==> config.mk <==
export PLATFORM = sky130hd
export DESIGN_NAME = speed_controller
export DESIGN_NICKNAME = d
export VERILOG_FILES = /design/src/rtl/speed_controller.sv
export SDC_FILE = /design/constraint.sdc
export NUM_CORES = 1
export LEC_CHECK = 0
export BUFFER_PORTS_ARGS = -buffer_cell sky130_fd_sc_hd__buf_2
export CAP_MARGIN = 20
export CORE_MARGIN = 5
export CORE_UTILIZATION = 45
export CTS_CLUSTER_SIZE = 10
export DETAILED_ROUTE_END_ITERATION = 10
export RECOVER_POWER = 25
export SLEW_MARGIN = 20
export SYNTH_ARGS = -nofsm -noshare
export SYNTH_HDL_FRONTEND = slang
export SYNTH_SLANG_ARGS = --single-unit
export TNS_END_PERCENT = 20
==> constraint.sdc <==
create_clock -name clk -period 2.4 [get_ports clk]
set_clock_uncertainty 0.1 [all_clocks]
set_input_delay 0 -clock clk [delete_from_list [all_inputs] [get_ports clk]]
set_output_delay 0 -clock clk [all_outputs]
set_load 0.05 [all_outputs]
==> src/rtl/speed_controller.sv <==
// Speed controller for the scrolling pattern generators.
// Produces a 3-bit fixed-point step size (bit2 = 2 px/frame, bits[1:0] =
// quarter-step fractions). Speed comes from two debounced push-buttons with
// auto-repeat, or from an automatic triangle sweep; pause forces zero motion.
// All state except the input synchronizers advances only on next_frame.
module speed_controller #(
    parameter int DEBOUNCE_FRAMES = 4,
    parameter int REPEAT_FRAMES   = 16,
    parameter int RAMP_FRAMES     = 32,
    parameter int DEFAULT_LEVEL   = 2
) (
    input  logic       clk,
    input  logic       rst,
    input  logic       next_frame,
    input  logic       btn_up,
    input  logic       btn_down,
    input  logic       mode_auto,
    input  logic       pause,
    output logic [2:0] step_size,
    output logic [2:0] speed_level,
    output logic       ramp_dir
);

    localparam logic [2:0] L_DEFAULT = 3'(DEFAULT_LEVEL);
    localparam logic [3:0] L_DEB_N   = 4'(DEBOUNCE_FRAMES);
    localparam logic [5:0] L_REP_N   = 6'(REPEAT_FRAMES);
    localparam logic [5:0] L_RAMP_N  = 6'(RAMP_FRAMES);
    localparam logic [2:0] L_MAX     = 3'd7;

    // Synchronized inputs, bit order {pause, mode_auto, btn_down, btn_up}
    logic [3:0]      r_sync1;
    logic [3:0]      r_sync2;

    // Per-button state, index 0 = up, 1 = down
    logic [1:0]      r_deb;
    logic [1:0][3:0] r_deb_cnt;
    logic [1:0][5:0] r_hold_cnt;

    logic            r_lock;
    logic            r_auto_prev;
    logic [5:0]      r_ramp_cnt;

    logic [1:0]      w_deb_next;
    logic [1:0][3:0] w_deb_cnt_next;
    logic [1:0][5:0] w_hold_next;
    logic [1:0]      w_press;
    logic [1:0]      w_rep;
    logic [1:0]      w_evt;

    logic            w_auto;
    logic            w_pause;
    logic [2:0]      w_level_next;
    logic            w_dir_next;
    logic            w_lock_next;
    logic [5:0]      w_ramp_next;

    assign w_auto  = r_sync2[2];
    assign w_pause = r_sync2[3];

    // Two-flop synchronizer chain for every asynchronous input
    always_ff @(posedge clk or posedge rst) begin
        if (rst) begin
            r_sync1 <= 4'd0;
            r_sync2 <= 4'd0;
        end else begin
            r_sync1 <= {pause, mode_auto, btn_down, btn_up};
            r_sync2 <= r_sync1;
        end
    end

    // Debounce and press/auto-repeat detection for both buttons
    always_comb begin
        for (int i = 0; i < 2; i++) begin
            w_deb_next[i]     = r_deb[i];
            w_deb_cnt_next[i] = 4'd0;
            if (r_sync2[i] != r_deb[i]) begin
                if (r_deb_cnt[i] + 4'd1 == L_DEB_N) begin
                    w_deb_next[i] = r_sync2[i];
                end else begin
                    w_deb_cnt_next[i] = r_deb_cnt[i] + 4'd1;
                end
            end
            // A press is the debounced level rising on this frame edge
            w_press[i] = ~r_deb[i] & w_deb_next[i];
            w_rep[i]   = r_deb[i] & (r_hold_cnt[i] + 6'd1 == L_REP_N);
            w_evt[i]   = w_press[i] | w_rep[i];
            // Hold count restarts on release, on press (deb was 0) and on each repeat
            w_hold_next[i] = (!r_deb[i] || w_rep[i]) ? 6'd0 : r_hold_cnt[i] + 6'd1;
        end
    end

    // Next level, sweep direction, lockout and ramp counter
    always_comb begin
        w_level_next = speed_level;
        w_dir_next   = ramp_dir;
        w_lock_next  = r_lock;
        w_ramp_next  = r_ramp_cnt;

        // Lockout persists until both buttons are released, in either mode
        if (r_lock) begin
            if (w_deb_next == 2'b00) begin
                w_lock_next = 1'b0;
            end
        end else if (!w_auto && w_deb_next == 2'b11) begin
            w_lock_next = 1'b1;
        end

        if (!w_auto) begin
            if (!r_lock) begin
                if (w_deb_next == 2'b11) begin
                    w_level_next = L_DEFAULT;
                end else if (w_evt == 2'b01) begin
                    if (speed_level != L_MAX) w_level_next = speed_level + 3'd1;
                end else if (w_evt == 2'b10) begin
                    if (speed_level != 3'd0) w_level_next = speed_level - 3'd1;
                end
            end
        end else if (!r_auto_prev) begin
            // Entering auto restarts the sweep upward from the current level
            w_ramp_next = 6'd0;
            w_dir_next  = 1'b0;
        end else if (r_ramp_cnt + 6'd1 == L_RAMP_N) begin
            w_ramp_next = 6'd0;
            if (!ramp_dir) begin
                if (speed_level == L_MAX) begin
                    w_dir_next   = 1'b1;
                    w_level_next = 3'd6;
                end else begin
                    w_level_next = speed_level + 3'd1;
                end
            end else begin
                if (speed_level == 3'd0) begin
                    w_dir_next   = 1'b0;
                    w_level_next = 3'd1;
                end else begin
                    w_level_next = speed_level - 3'd1;
                end
            end
        end else begin
            w_ramp_next = r_ramp_cnt + 6'd1;
        end
    end

    // Frame-rate state update and registered outputs
    always_ff @(posedge clk or posedge rst) begin
        if (rst) begin
            r_deb       <= 2'b00;
            r_deb_cnt   <= '0;
            r_hold_cnt  <= '0;
            r_lock      <= 1'b0;
            r_auto_prev <= 1'b0;
            r_ramp_cnt  <= 6'd0;
            speed_level <= L_DEFAULT;
            step_size   <= L_DEFAULT;
            ramp_dir    <= 1'b0;
        end else if (next_frame) begin
            r_deb       <= w_deb_next;
            r_deb_cnt   <= w_deb_cnt_next;
            r_hold_cnt  <= w_hold_next;
            r_lock      <= w_lock_next;
            r_auto_prev <= w_auto;
            r_ramp_cnt  <= w_ramp_next;
            speed_level <= w_level_next;
            step_size   <= w_pause ? 3'd0 : w_level_next;
            ramp_dir    <= w_dir_next;
        end
    end

endmodule
==> reports/metrics.csv, run 1 <==
metric;value;unit
outcome;finished, violations left;
violated checks;negative setup slack;
Die Y;86.8;um
Setup-failing EPs final;1;
clk_lat worst skew;0.30;ns
# DRC;0;
die span in x;86.8;um
Worst Setup Path Type;reg -> reg;
synth warn;0;
vias in the first global route;2140;
Sw Pwr;1.12;mW
hold slack;0.236;ns
layout cell share with drive strength beyond 1;18.5;%
sequential area share after synthesis;42.5;%
Int Pwr;1.71;mW
Comb power frac;39.7;%
first-pass GRT wire length;9890;um
async set or reset register ratio after synthesis;100;%
crit-path most repeated cell;a211o_1;
Global Route Usage Sum;16.5;%
crit-path max FO;4;
power density over the cells;906;nW/um^2
Leak;1.40;nW
max_slew headroom;28.8;%
HP Class;in -> reg;
cell count after synthesis;297;
most common cell after layout, fill and taps aside;nand2_1;
final slew viol count;0;
syn nets;317;
htree depth;2;
die footprint;7530;um^2
CP Buf/Inv Count;1;
Worst Setup Slack, final;-0.0142;ns
Clock Power Share;18.5;%
WL/cell;13.7;um
CTS tree;built;
Critical Path Start Type;flip-flop;
critical path arrival;2.51;ns
total length of routed wires;5530;um
CTS buffer count;5;
nets;349;
filler instances;541;
Reg power frac;41.7;%
Sw Share;39.6;%
Worst path top cell family by delay;compound AO/OA/AOI/OAI gates;
number of max-cap violations;0;
Post-Route Utilization;53.6;%
critical path cell sequence;buf_4, and3b_1, or3_4, a211o_1, a21oi_4, mux2i_2, a2111oi_2, a211o_1;
Post-synth EDFFs;0;
num rows;28;
Clock Tree Buf Depth;2;
Worst Path Required;2.49;ns
DRT Pass-1 Iters;4;
achievable frequency;414;MHz
syn avg cell area;8.93;um^2
CTS clk-pin slew, worst paths;0.09;ns
core area;5820;um^2
Routability Congestion;0.819;
io pins;14;
Fin. Hold Viols;0;
predominant post-synthesis flop cell;dfrtp_1;
antenna violations before repair;0;
clock sink count;45;
Ant. Diodes;0;
detailed-route via count;2230;
RSZ-0062 raised after global routing;yes;
leading cell types in the layout, fill and taps excluded;nand2_1, dfrtp_1, o21ai_0;
worst-margin pin slew;1.07;ns
total grt overflow;0;
Initial Utilization;45.6;%
post-route non-filler standard cell count;405;
Inst Count DP;391;
Post-DP HPWL;3940;um
pin count of the biggest net entering global routing;27;
Final Critical Period;2.41;ns
Yosys cell types;49;
Starting DRT DRC Count;66;
Final Cycle Share;101;%
ANT nets after route;0;
CP max stage cell;dfrtp_1;
mapped cell area;2650;um^2
clk root buf;clkbuf_8;
R2R setup slack;-0.01;ns
IO buf count;13;
Seq cells post-synth;45;
peak supply drop;0.000429;V
CP endpoint kind;flip-flop;
Vias/cell;5.51;
Layout area overhead;17.5;%
crit-path max cell delay;0.43;ns
[per-layer routing]
metal | global-route usage [%] | up-vias | part of all wire, %
li1 | - | 1136 | -
met1 | 22.2 | 1053 | 49
met2 | 26.3 | 34 | 47
met3 | 3.23 | 7 | 2.8
met4 | 5.95 | 0 | 1.6
met5 | 0 | - | 0
[sequential cells by signal, indices dropped and copies added, names as in the netlist]
name	count
r_deb	2
ramp_dir	1
speed_level	3
r_ramp_cnt	6
r_auto_prev	1
r_lock	1
r_sync2	4
r_sync1	4
step_size	3
r_hold_cnt	12
r_deb_cnt	8
[power groups by stage]
stage               Clock [mW]  Combinational [mW]  Sequential [mW]
floorplan                    0               0.724             1.24
global placement             0                1.08             1.18
detailed placement           0                1.09             1.19
CTS                      0.548                1.11             1.18
global route             0.582                1.28             1.22
finish                   0.524                1.12             1.18
[area by class of cell]
cell class | count | area, um^2 | share of cell area, %
timing repair buffer | 36 | 265 | 8.51
clock inverter | 1 | 5.00 | 0.161
tap | 75 | 93.8 | 3.01
clock buffer | 7 | 96.3 | 3.09
inverter | 13 | 48.8 | 1.57
sequential | 45 | 1130 | 36.2
multi-input combinational | 228 | 1480 | 47.4
[stage by stage]
| stage | worst slack, ns | power, mW | instance area (um^2) | TNS (ns) |
|---|---|---|---|---|
| floorplan | 0.00661 | 1.96 | 2650 | 0 |
| global placement | -0.00484 | 2.27 | 2910 | -0.00484 |
| detailed placement | -0.0417 | 2.28 | 2910 | -0.0417 |
| finish | -0.0142 | 2.83 | 3120 | -0.0142 |
| global route | -0.144 | 3.08 | 3120 | -0.306 |
| CTS | -0.0164 | 2.84 | 3080 | -0.0164 |
[final timing paths]
path                                  end  depth (start not counted)    startpoint
setup / recovery             step_size[2]                          8  r_deb_cnt[5]
hold / removal                 r_sync1[2]                          2     mode_auto
setup reg to reg             step_size[2]                          8  r_deb_cnt[5]
hold reg to reg                r_sync2[3]                          0    r_sync1[3]
max in group asynchronous  speed_level[0]                          3           rst
min in group asynchronous   r_ramp_cnt[4]                          3           rst
[Yosys cell counts (7+ instances only)]
| library cell | count | area (um^2) |
|---|---|---|
| mux2i_1 | 7 | 70.1 |
| o21ai_0 | 26 | 130 |
| inv_1 | 12 | 45.0 |
| nor3_1 | 10 | 50.1 |
| dfrtp_1 | 43 | 1080 |
| nand2_1 | 46 | 173 |
| a21oi_1 | 16 | 80.1 |
| nand3_1 | 13 | 65.1 |
| a21o_1 | 7 | 52.6 |
| clkbuf_1 | 11 | 41.3 |
| nor2_1 | 17 | 63.8 |
| ha_1 | 13 | 163 |
[repair_timing]
item / 4_1_cts / 5_1_grt
setup buffers: 0 / 0
hold endpoints to repair: 29 / 0
hold buffers: 6 / 0
pin swaps: 0 / 1
gates resized for setup: 2 / 10
setup endpoints to repair: 1 / 5
[logic make-up after synthesis]
logic type | count (synthesis) | share of synthesized area, %
AOI/OAI and AO/OA | 85 | 21.8
xor gates and xnor gates | 3 | 0.991
adders and majority gates | 13 | 6.13
buffers and inverters | 24 | 3.40
DFF | 45 | 42.5
muxes | 9 | 3.49
and+or+nand+nor | 118 | 21.7
Power figures use the tool's default switching activity.
==> run 2: changes to the inputs <==
Settings changed: ABC_AREA from default to 1.
==> reports/metrics.csv, run 2 <==
metric;value;unit;change
WL/cell;12.5;um;-8.2%
CTS clk-pin slew, worst paths;0.09;ns;about the same
clock sink count;45;;unchanged
Synth area leaders;dfrtp_1, nand2_1, ha_1;;
total grt overflow;0;;unchanged
most frequent cells after synthesis;nand2_1, dfrtp_1, inv_1, o21ai_0, nand3_1;;
IO buf count;13;;unchanged
Final Cycle Share;88.0;%;-13 points
GRT Max-Usage Layer;met2;;
core area;5540;um^2;-4.7%
final slew viol count;0;;unchanged
detailed-route via count;2045;;-8.3%
vias in the first global route;2035;;-4.9%
Ant. Diodes;0;;unchanged
Starting DRT DRC Count;93;;+41%
GRT met1 Usage;21.7;%;-0.56 points
Initial Utilization;46.9;%;+1.2 points
total length of routed wires;5110;um;-7.7%
num rows;27;;-3.6%
top flop regs;r_hold_cnt: 12 flops, r_deb_cnt: 8 flops, r_ramp_cnt: 6 flops;;
syn avg cell area;8.32;um^2;-6.8%
RSZ-0062 raised after global routing;no;;
critical path arrival;2.19;ns;-0.32 ns
Die Y;86.0;um;-0.94%
# DRC;0;;unchanged
clk_lat worst skew;0.30;ns;about the same
Vias/cell;5.02;;-8.7%
clk root buf;clkbuf_8;;
Leak;1.37;nW;-2.2%
die footprint;7390;um^2;-1.9%
max_slew headroom;50.4;%;+22 points
worst r2r src;speed_level[1];;
reg2reg end;speed_level[0];;
syn nets;332;;+4.7%
synth warn;0;;unchanged
sequential area share after synthesis;43.5;%;+0.92 points
HP Class;in -> async;;
crit-path max FO;6;;+2
leading cell types in the layout, fill and taps excluded;nand2_1, dfrtp_1, inv_1;;
achievable frequency;473;MHz;+14%
post_cts resized;0;;-2
CTS Hold Bufs;6;;unchanged
max FFs per register;12;;unchanged
CTS buffer count;5;;unchanged
Post-DP HPWL;3580;um;-9.0%
predominant post-synthesis flop cell;dfrtp_1;;
antenna violations before repair;0;;unchanged
power density over the cells;715;nW/um^2;-21%
share of Yosys cell area claimed by the top area cell type;41.4;%;+0.88 points
hold slack;0.223;ns;-0.0130 ns
ANT nets after route;0;;unchanged
peak supply drop;0.000289;V;-33%
Routability Congestion;0.789;;-3.7%
Yosys cell types;37;;-24%
async set or reset register ratio after synthesis;100;%;unchanged
Post-synth EDFFs;0;;unchanged
most common cell after layout, fill and taps aside;nand2_1;;
Worst Path Required;2.48;ns;about the same
CTS tree;built;;
Seq cells post-synth;45;;unchanged
Synth area leader;dfrtp_1;;
htree depth;2;;unchanged
CP endpoint kind;flip-flop;;
post-CTS setup buffers;0;;unchanged
R2R setup slack;0.29;ns;+0.30 ns
nets;354;;+1.4%
Setup TNS Final;0;ns;+0.0142 ns
mapped cell area;2600;um^2;-2.1%
outcome;finished, final reports clean;;
Clock Tree Buf Depth;2;;unchanged
die span in x;86.0;um;-0.94%
number of max-cap violations;0;;unchanged
first-pass GRT wire length;9220;um;-6.8%
Critical Path Start Type;flip-flop;;
met3 usage;3.27;%;+0.034 points
cell count after synthesis;312;;+5.1%
Final Critical Period;2.11;ns;-0.302 ns
Fin. Hold Viols;0;;unchanged
crit path from;speed_level[1];;
DRT Pass-1 Iters;4;;unchanged
Reg2Reg Depth;10;;+2
Most flops, register;r_hold_cnt;;
Worst Setup Path Type;reg -> reg;;
io pins;14;;unchanged
worst-margin pin slew;0.744;ns;-0.323 ns
top-count cell post-synth;nand2_1;;
Global Route Usage Sum;15.4;%;-1.1 points
Setup-failing EPs final;0;;-1
Layout area overhead;11.0;%;
pin count of the biggest net entering global routing;46;;+70%
layout cell share with drive strength beyond 1;15.2;%;-3.3 points
GR Layer Usage met2;23.5;%;-2.7 points
[run 2: changes by cell type in the layout (fill, tap and decap cells not counted), moves of 6 or more]
cell / delta
inv_1: +27
a21o_1: -7
nand3_1: +10
nand2_1: +29
nor3_1: -8
buf_4: -15
nand3_2: +6
nor2_1: -6
[run 2: logic make-up (layout without fill, tap and decap cells)]
group | Yosys count | count (layout) | share of synthesized area (%)
compound gates | 58 | 58 | 13.7
xor+xnor | 8 | 8 | 2.99
fa+ha+maj | 13 | 13 | 6.27
buf+inv | 47 | 70 | 6.84
flops | 45 | 45 | 43.5
mux | 1 | 1 | 0.386
simple gates | 140 | 140 | 26.4
[run 2: area by class of cell]
class                           count  area, um^2
Fill cell                         539        2660
Multi-Input combinational cell    220        1290
Sequential cell                    45        1130
Inverter                           41         155
Timing Repair Buffer               21         138
Tap cell                           72        90.1
Clock buffer                        8        80.1
[run 2: worst max path at each step]
stage / cells after the start / end / slack [ns]
finish: 10 / speed_level[0] / 0.29
global route: 11 / step_size[2] / 0.08
CTS: 10 / speed_level[0] / 0.28
detailed placement: 10 / step_size[0] / 0.30
global placement: 10 / speed_level[0] / 0.28
floorplan: 10 / speed_level[0] / 0.24
[run 2: per-stage QoR]
step                      std cells  setup slack [ns]  area [um^2]  util, %  power, mW
after floorplan                 312             0.238         2600        -       1.46
after global placement          392             0.284         2740     49.4       1.61
after detailed placement        392             0.300         2740     49.4       1.61
after CTS                       406             0.283         2880     51.9       2.09
after global routing            407            0.0823         2880     52.0       2.23
final                           407             0.288         2880     52.0       2.06
[run 2: power breakdown]
group	switching (mW)	internal, mW
Combinational	0.399	0.220
Sequential	0.121	0.862
Clock	0.251	0.207
[run 2: metal layers]
metal  vias up  wire length [um]
li1       1070                 -
met1       936              2600
met2        32              2260
met3         7               169
met4         0                71
met5         -                 0
[run 2: worst max-delay path, cell delays in order (launching register included)]
cell	delay, ns
dfstp_2	0.60
inv_1	0.12
ha_1	0.21
ha_1	0.21
inv_1	0.09
ha_1	0.23
nand3b_1	0.16
nand4_1	0.09
nand2_1	0.08
nand2_1	0.06
o21ai_1	0.05
